[src/rtl/tc_pkg.sv]
// tc_pkg: shared definitions for the tc_timer block.
//   - tc_state_e : timer FSM state encoding
//   - OFF_*      : register offsets decoded from addr[3:2]
//   - MODE_*     : CTRL.MODE encodings
//   - CTRL_*     : CTRL bit positions
package tc_pkg;

  typedef enum logic [1:0] {
    ST_IDLE = 2'd0,
    ST_LOAD = 2'd1,
    ST_CNT  = 2'd2,
    ST_INT  = 2'd3
  } tc_state_e;

  localparam logic [1:0] OFF_CTRL   = 2'd0;
  localparam logic [1:0] OFF_PRESET = 2'd1;
  localparam logic [1:0] OFF_COUNT  = 2'd2;

  localparam logic [1:0] MODE_ONESHOT = 2'b00;
  localparam logic [1:0] MODE_RELOAD  = 2'b01;

  localparam int CTRL_EN = 0;
  localparam int CTRL_IM = 3;

endpackage

[src/rtl/tc_timer.sv]
// tc_timer: bus-mapped down-counting timer with interrupt.
//
// Registers (addr[3:2]): 0 CTRL {IM,MODE[1:0],EN}, 1 PRESET (r/w),
// 2 COUNT (read-only), 3 unmapped (reads 0).
//
// Ports:
//   clk   - clock, rising edge
//   reset - synchronous, active-high
//   addr  - byte address, only addr[3:2] decoded
//   we    - write enable
//   din   - write data
//   dout  - combinational read of the addressed register
//   irq   - CTRL.IM & pending
//
// Build option: define TC_AUTO_RELOAD_EN to enable MODE=01 auto-reload.
// Without it every MODE behaves as one-shot and CTRL[2:1] reads 00.
module tc_timer
  import tc_pkg::*;
(
  input  logic        clk,
  input  logic        reset,
  input  logic [31:0] addr,
  input  logic        we,
  input  logic [31:0] din,
  output logic [31:0] dout,
  output logic        irq
);

  tc_state_e   state_q, state_d;
  logic [3:0]  ctrl_q, ctrl_d;
  logic [31:0] preset_q, preset_d;
  logic [31:0] count_q, count_d;
  logic        pending_q, pending_d;
  logic        irq_q, irq_d;

  logic        wr_ctrl, wr_preset;
  logic        en, auto_reload, pend_set;
  logic [3:0]  ctrl_wdata;
  logic        unused_addr;

  assign unused_addr = ^{addr[31:4], addr[1:0]};

  assign wr_ctrl   = we && (addr[3:2] == OFF_CTRL);
  assign wr_preset = we && (addr[3:2] == OFF_PRESET);
  assign en        = ctrl_q[CTRL_EN];

`ifdef TC_AUTO_RELOAD_EN
  assign auto_reload = (ctrl_q[2:1] == MODE_RELOAD);
  assign ctrl_wdata  = din[3:0];
`else
  // MODE bits are not stored, so they read back as 00.
  assign auto_reload = 1'b0;
  assign ctrl_wdata  = {din[CTRL_IM], MODE_ONESHOT, din[CTRL_EN]};
`endif

  always_comb begin
    state_d   = state_q;
    ctrl_d    = ctrl_q;
    preset_d  = preset_q;
    count_d   = count_q;
    pending_d = pending_q;
    pend_set  = 1'b0;

    case (state_q)
      ST_IDLE: begin
        if (en) begin
          state_d   = ST_LOAD;
          pending_d = 1'b0;
        end
      end
      ST_LOAD: begin
        count_d = preset_q;
        state_d = en ? ST_CNT : ST_IDLE;
      end
      ST_CNT: begin
        if (!en) begin
          state_d = ST_IDLE;
        end else if (count_q > 32'd1) begin
          count_d = count_q - 32'd1;
        end else begin
          // Terminal count; also covers PRESET=0 so it behaves as 1.
          count_d   = 32'd0;
          pending_d = 1'b1;
          pend_set  = 1'b1;
          state_d   = ST_INT;
        end
      end
      ST_INT: begin
        if (auto_reload) begin
          state_d   = ST_LOAD;
          pending_d = 1'b0;
        end else begin
          ctrl_d[CTRL_EN] = 1'b0;
          state_d         = ST_IDLE;
        end
      end
      default: state_d = ST_IDLE;
    endcase

    // Bus writes come last so they override the hardware EN clear.
    if (wr_ctrl)   ctrl_d   = ctrl_wdata;
    if (wr_preset) preset_d = din;
    // A terminal-count event on the same edge is not lost to a bus clear.
    if ((wr_ctrl || wr_preset) && !pend_set) pending_d = 1'b0;

    irq_d = ctrl_d[CTRL_IM] & pending_d;
  end

  always_ff @(posedge clk) begin
    if (reset) begin
      state_q   <= ST_IDLE;
      ctrl_q    <= 4'd0;
      preset_q  <= 32'd0;
      count_q   <= 32'd0;
      pending_q <= 1'b0;
      irq_q     <= 1'b0;
    end else begin
      state_q   <= state_d;
      ctrl_q    <= ctrl_d;
      preset_q  <= preset_d;
      count_q   <= count_d;
      pending_q <= pending_d;
      irq_q     <= irq_d;
    end
  end

  assign irq = irq_q;

  always_comb begin
    dout = 32'd0;
    case (addr[3:2])
      OFF_CTRL:   dout = {28'd0, ctrl_q};
      OFF_PRESET: dout = preset_q;
      OFF_COUNT:  dout = count_q;
      default:    dout = 32'd0;
    endcase
  end

endmodule

[config.mk]
export PLATFORM = sky130hd
export DESIGN_NAME = tc_timer
export DESIGN_NICKNAME = d
export VERILOG_FILES = /design/src/rtl/tc_pkg.sv /design/src/rtl/tc_timer.sv
export SDC_FILE = /design/constraint.sdc
export NUM_CORES = 1
export LEC_CHECK = 0
export BUFFER_PORTS_ARGS = -buffer_cell sky130_fd_sc_hd__buf_2
export CORE_UTILIZATION = 40
export CTS_CLUSTER_SIZE = 24
export DETAILED_ROUTE_END_ITERATION = 10
export PLACE_DENSITY = 0.63
export SYNTH_ARGS = -nofsm -noshare
export SYNTH_HDL_FRONTEND = slang
export SYNTH_SLANG_ARGS = --single-unit
[constraint.sdc]
create_clock -name clk -period 3 [get_ports clk]
set_input_delay 0.15 -clock clk [delete_from_list [all_inputs] [get_ports clk]]
set_output_delay 0.15 -clock clk [all_outputs]
set_load 0.005 [all_outputs]
==> metrics <==
largest net degree at the start of global routing 34; Met2 Routed Length about 5400 um; met1 wire length 5600 um; Sw Ratio 29.6%; Cell variety after synth 63; Bufs on Longest Clock Path 2; Switching Power 0.602 mW; kind of critical path flip-flop to flip-flop; met3 WL 595 um; achievable clock frequency 426 MHz; Die X-Extent 103 um; min-delay src din[22]; internal reg-to-reg setup slack 650 ps; FF+latch area 1400 um^2; Leak Pwr 1.85 nW; non-filler instance count after layout 717; drt pass-1 iters 5; placer congestion estimate a little under 0.9; min cycle time layout 2350 ps; CTS Hold Bufs 0; overall die height approximately 100 um; TNS Setup 0 ps; core footprint 9860 um^2; WHS Endpoint preset_q[22]; Layout Skew 7.05 ps; Worst R2R Start count_q[20]; area of the multi-input gates 2470 um^2; drt initial violations 265; Final #Nets 651; Comb pwr share a little under a fifth; Worst setup SP type flip-flop; PostCTS Resize Cnt 0; Primary FF master, synth dfxtp_1; crit path max-delay cell type or4_4; final setup violating endpoints 0; number of global-route vias before repair 3723; Fin. Hold Viols 0; Worst Path Arrival 2570 ps; first-pass GRT wire length 18800 um; FF+latch count, synth 70; Overall Global Routing Usage 22.8%; Clock power frac 32.7%; Fillers 1013; post-synthesis to final-layout area growth 14.7%; hold crit path type primary input to flip-flop; top sig layer met4; Total Die Area between 10000 and 15000 um^2; hold depth 3; worst reg2reg endpoint count_q[29]; HPWL Detailed between 7000 and 8000 um; Synthesis Warnings 0; Worst IR Drop VDD 0.256 mV; post-CTS setup buffer count 0; placed cell count a little over 700; Worst R2R Path Depth 6; total congestion overflow 0; H-tree lvl count 3; Rows 36; EDFF count, synth 0; # clock sinks 70; wire length per cell ~16 um; DR DRC count 0; # diodes 0; syn_nets ~600; via count 4212; sequential share of the synthesized area about a third; CTS Root Buffer Type clkbuf_8; Tcrit/Tclk final around four fifths; fin. max-slew vios 0; Pint 1.43 mW; worst-skew pair later-pin latency around 350 ps; Initial Utilization 41.7%; Post-Route WL 11800 um; Worst path max stage delay between 600 and 700 ps; Mean Syn Cell Area between 7 and 8 um^2; number of I/O pins 100; clock transition at the registers of the reported paths 70 ps; Port Buf Inserts 69; share of layout cells above drive strength 1 22.3%; async set or reset register ratio after synthesis 0%; slew margin rel. 53.8%; most common cell after layout, fill and taps aside nand2_1; CTS tree done; worst-path fanout max 9; Req. time, crit path 3220 ps; commonest non-fill, non-tap cells in the layout nand2_1, dfxtp_1, buf_2, a21oi_1, o21ai_0; Pwr Total 2.03 mW; DR vias/cell approximately 5.9; status finished, final reports clean; Crit. End Element flip-flop; RSZ-0062 raised after global routing false; worst-margin pin slew between 600 and 700 ps; # Max-Cap Violations 0; cell count after synthesis 534; CP cell instances or4_4 > nor4_4 > nand4_2 > buf_4 > a311oi_1 > nor3_1; total CTS buffers 9; initial antenna violation count 0; synthesized cell area between 4000 and 5000 um^2; Cell Pwr Density 430 nW/um^2; Reg power frac 48.4%; Routed Antenna Nets 0
[critical path: cells and delay by family (launching register included)]
family	cells	cell delay [ps]
flip-flops	1	390
AO/OA/AOI/OAI	1	280
buffers and inverters	1	270
AND/OR/NAND/NOR	4	1280
[metrics by stage]
stage / cell area [um^2] / setup WS (ps) / util, % / hold WS, ps
6_report: 4720 / 653 / 47.8 / 30.1
5_1_grt: 4720 / 515 / 47.8 / 30.3
4_1_cts: 4720 / 666 / 47.8 / 24.4
3_5_place_dp: 4560 / 690 / 46.2 / 396
3_3_place_gp: 4560 / 715 / 46.2 / 391
2_1_floorplan: 4120 / 890 / - / 286
[power by group through the flow]
stage	clock network, mW	registers (mW)	logic (mW)
global route	0.729	0.986	0.421
global placement	0	1.00	0.376
finish	0.665	0.983	0.383
detailed placement	0	1.00	0.382
floorplan	0	0.990	0.277
CTS	0.690	0.982	0.384
[cell type report]
class | count | area share (%)
Clock buffer | 11 | 3.21
Clock inverter | 2 | 0.212
Inverter | 6 | 0.477
Multi-Input combinational cell | 406 | 52.4
Sequential cell | 70 | 29.7
Tap cell | 133 | 3.53
Timing Repair Buffer | 89 | 10.5
[cell families (layout without fill, tap and decap cells)]
group           after synthesis  in the layout  share of synthesized area [%]
buf+inv                      58            108                           6.02
xor+xnor                      4              4                          0.851
simple gates                195            195                           25.5
fa+ha+maj                     2              2                          0.608
flops                        70             70                           34.0
compound gates              202            202                           32.2
mux                           3              3                          0.730
[registers in the layout, indices dropped and copies added (netlist names)]
register,flops
ctrl_q,2
preset_q,32
count_q,32
state_q,2
pending_q,1
irq,1
[how the worst max path moves through the flow]
stage	start	end	slack [ps]	depth (start not counted)
3_5_place_dp	count_q[20]	count_q[29]	690	6
5_1_grt	state_q[1]	count_q[13]	510	5
2_1_floorplan	count_q[20]	count_q[29]	890	6
3_3_place_gp	count_q[20]	count_q[29]	710	6
6_report	count_q[20]	count_q[29]	650	6
4_1_cts	count_q[20]	count_q[29]	670	6
[layer usage]
layer / track usage (%) / vias up
met1: 31.6 / 2002
li1: - / 2071
met2: 35.9 / 130
met3: 4.17 / 9
met4: 7.26 / 0
met5: 0 / -
[Yosys cell counts, drive strengths merged (5+ instances only)]
cell type	instances	area [um^2]
nand2	90	338
dfxtp	70	1400
a21oi	58	290
o21ai	51	255
clkbuf	46	174
a22o	30	264
nor2	22	82.6
a211oi	17	133
nand3	17	90.1
nor4	16	176
nor3	13	70.1
a221oi	8	70.1
nand4	7	56.3
or4	7	71.3
buf	6	51.3
inv	6	22.5
nor2b	6	37.5
o31a	6	53.8
a2111oi	5	51.3
nand2b	5	31.3
o211ai	5	37.5
Power figures use the tool's default switching activity.
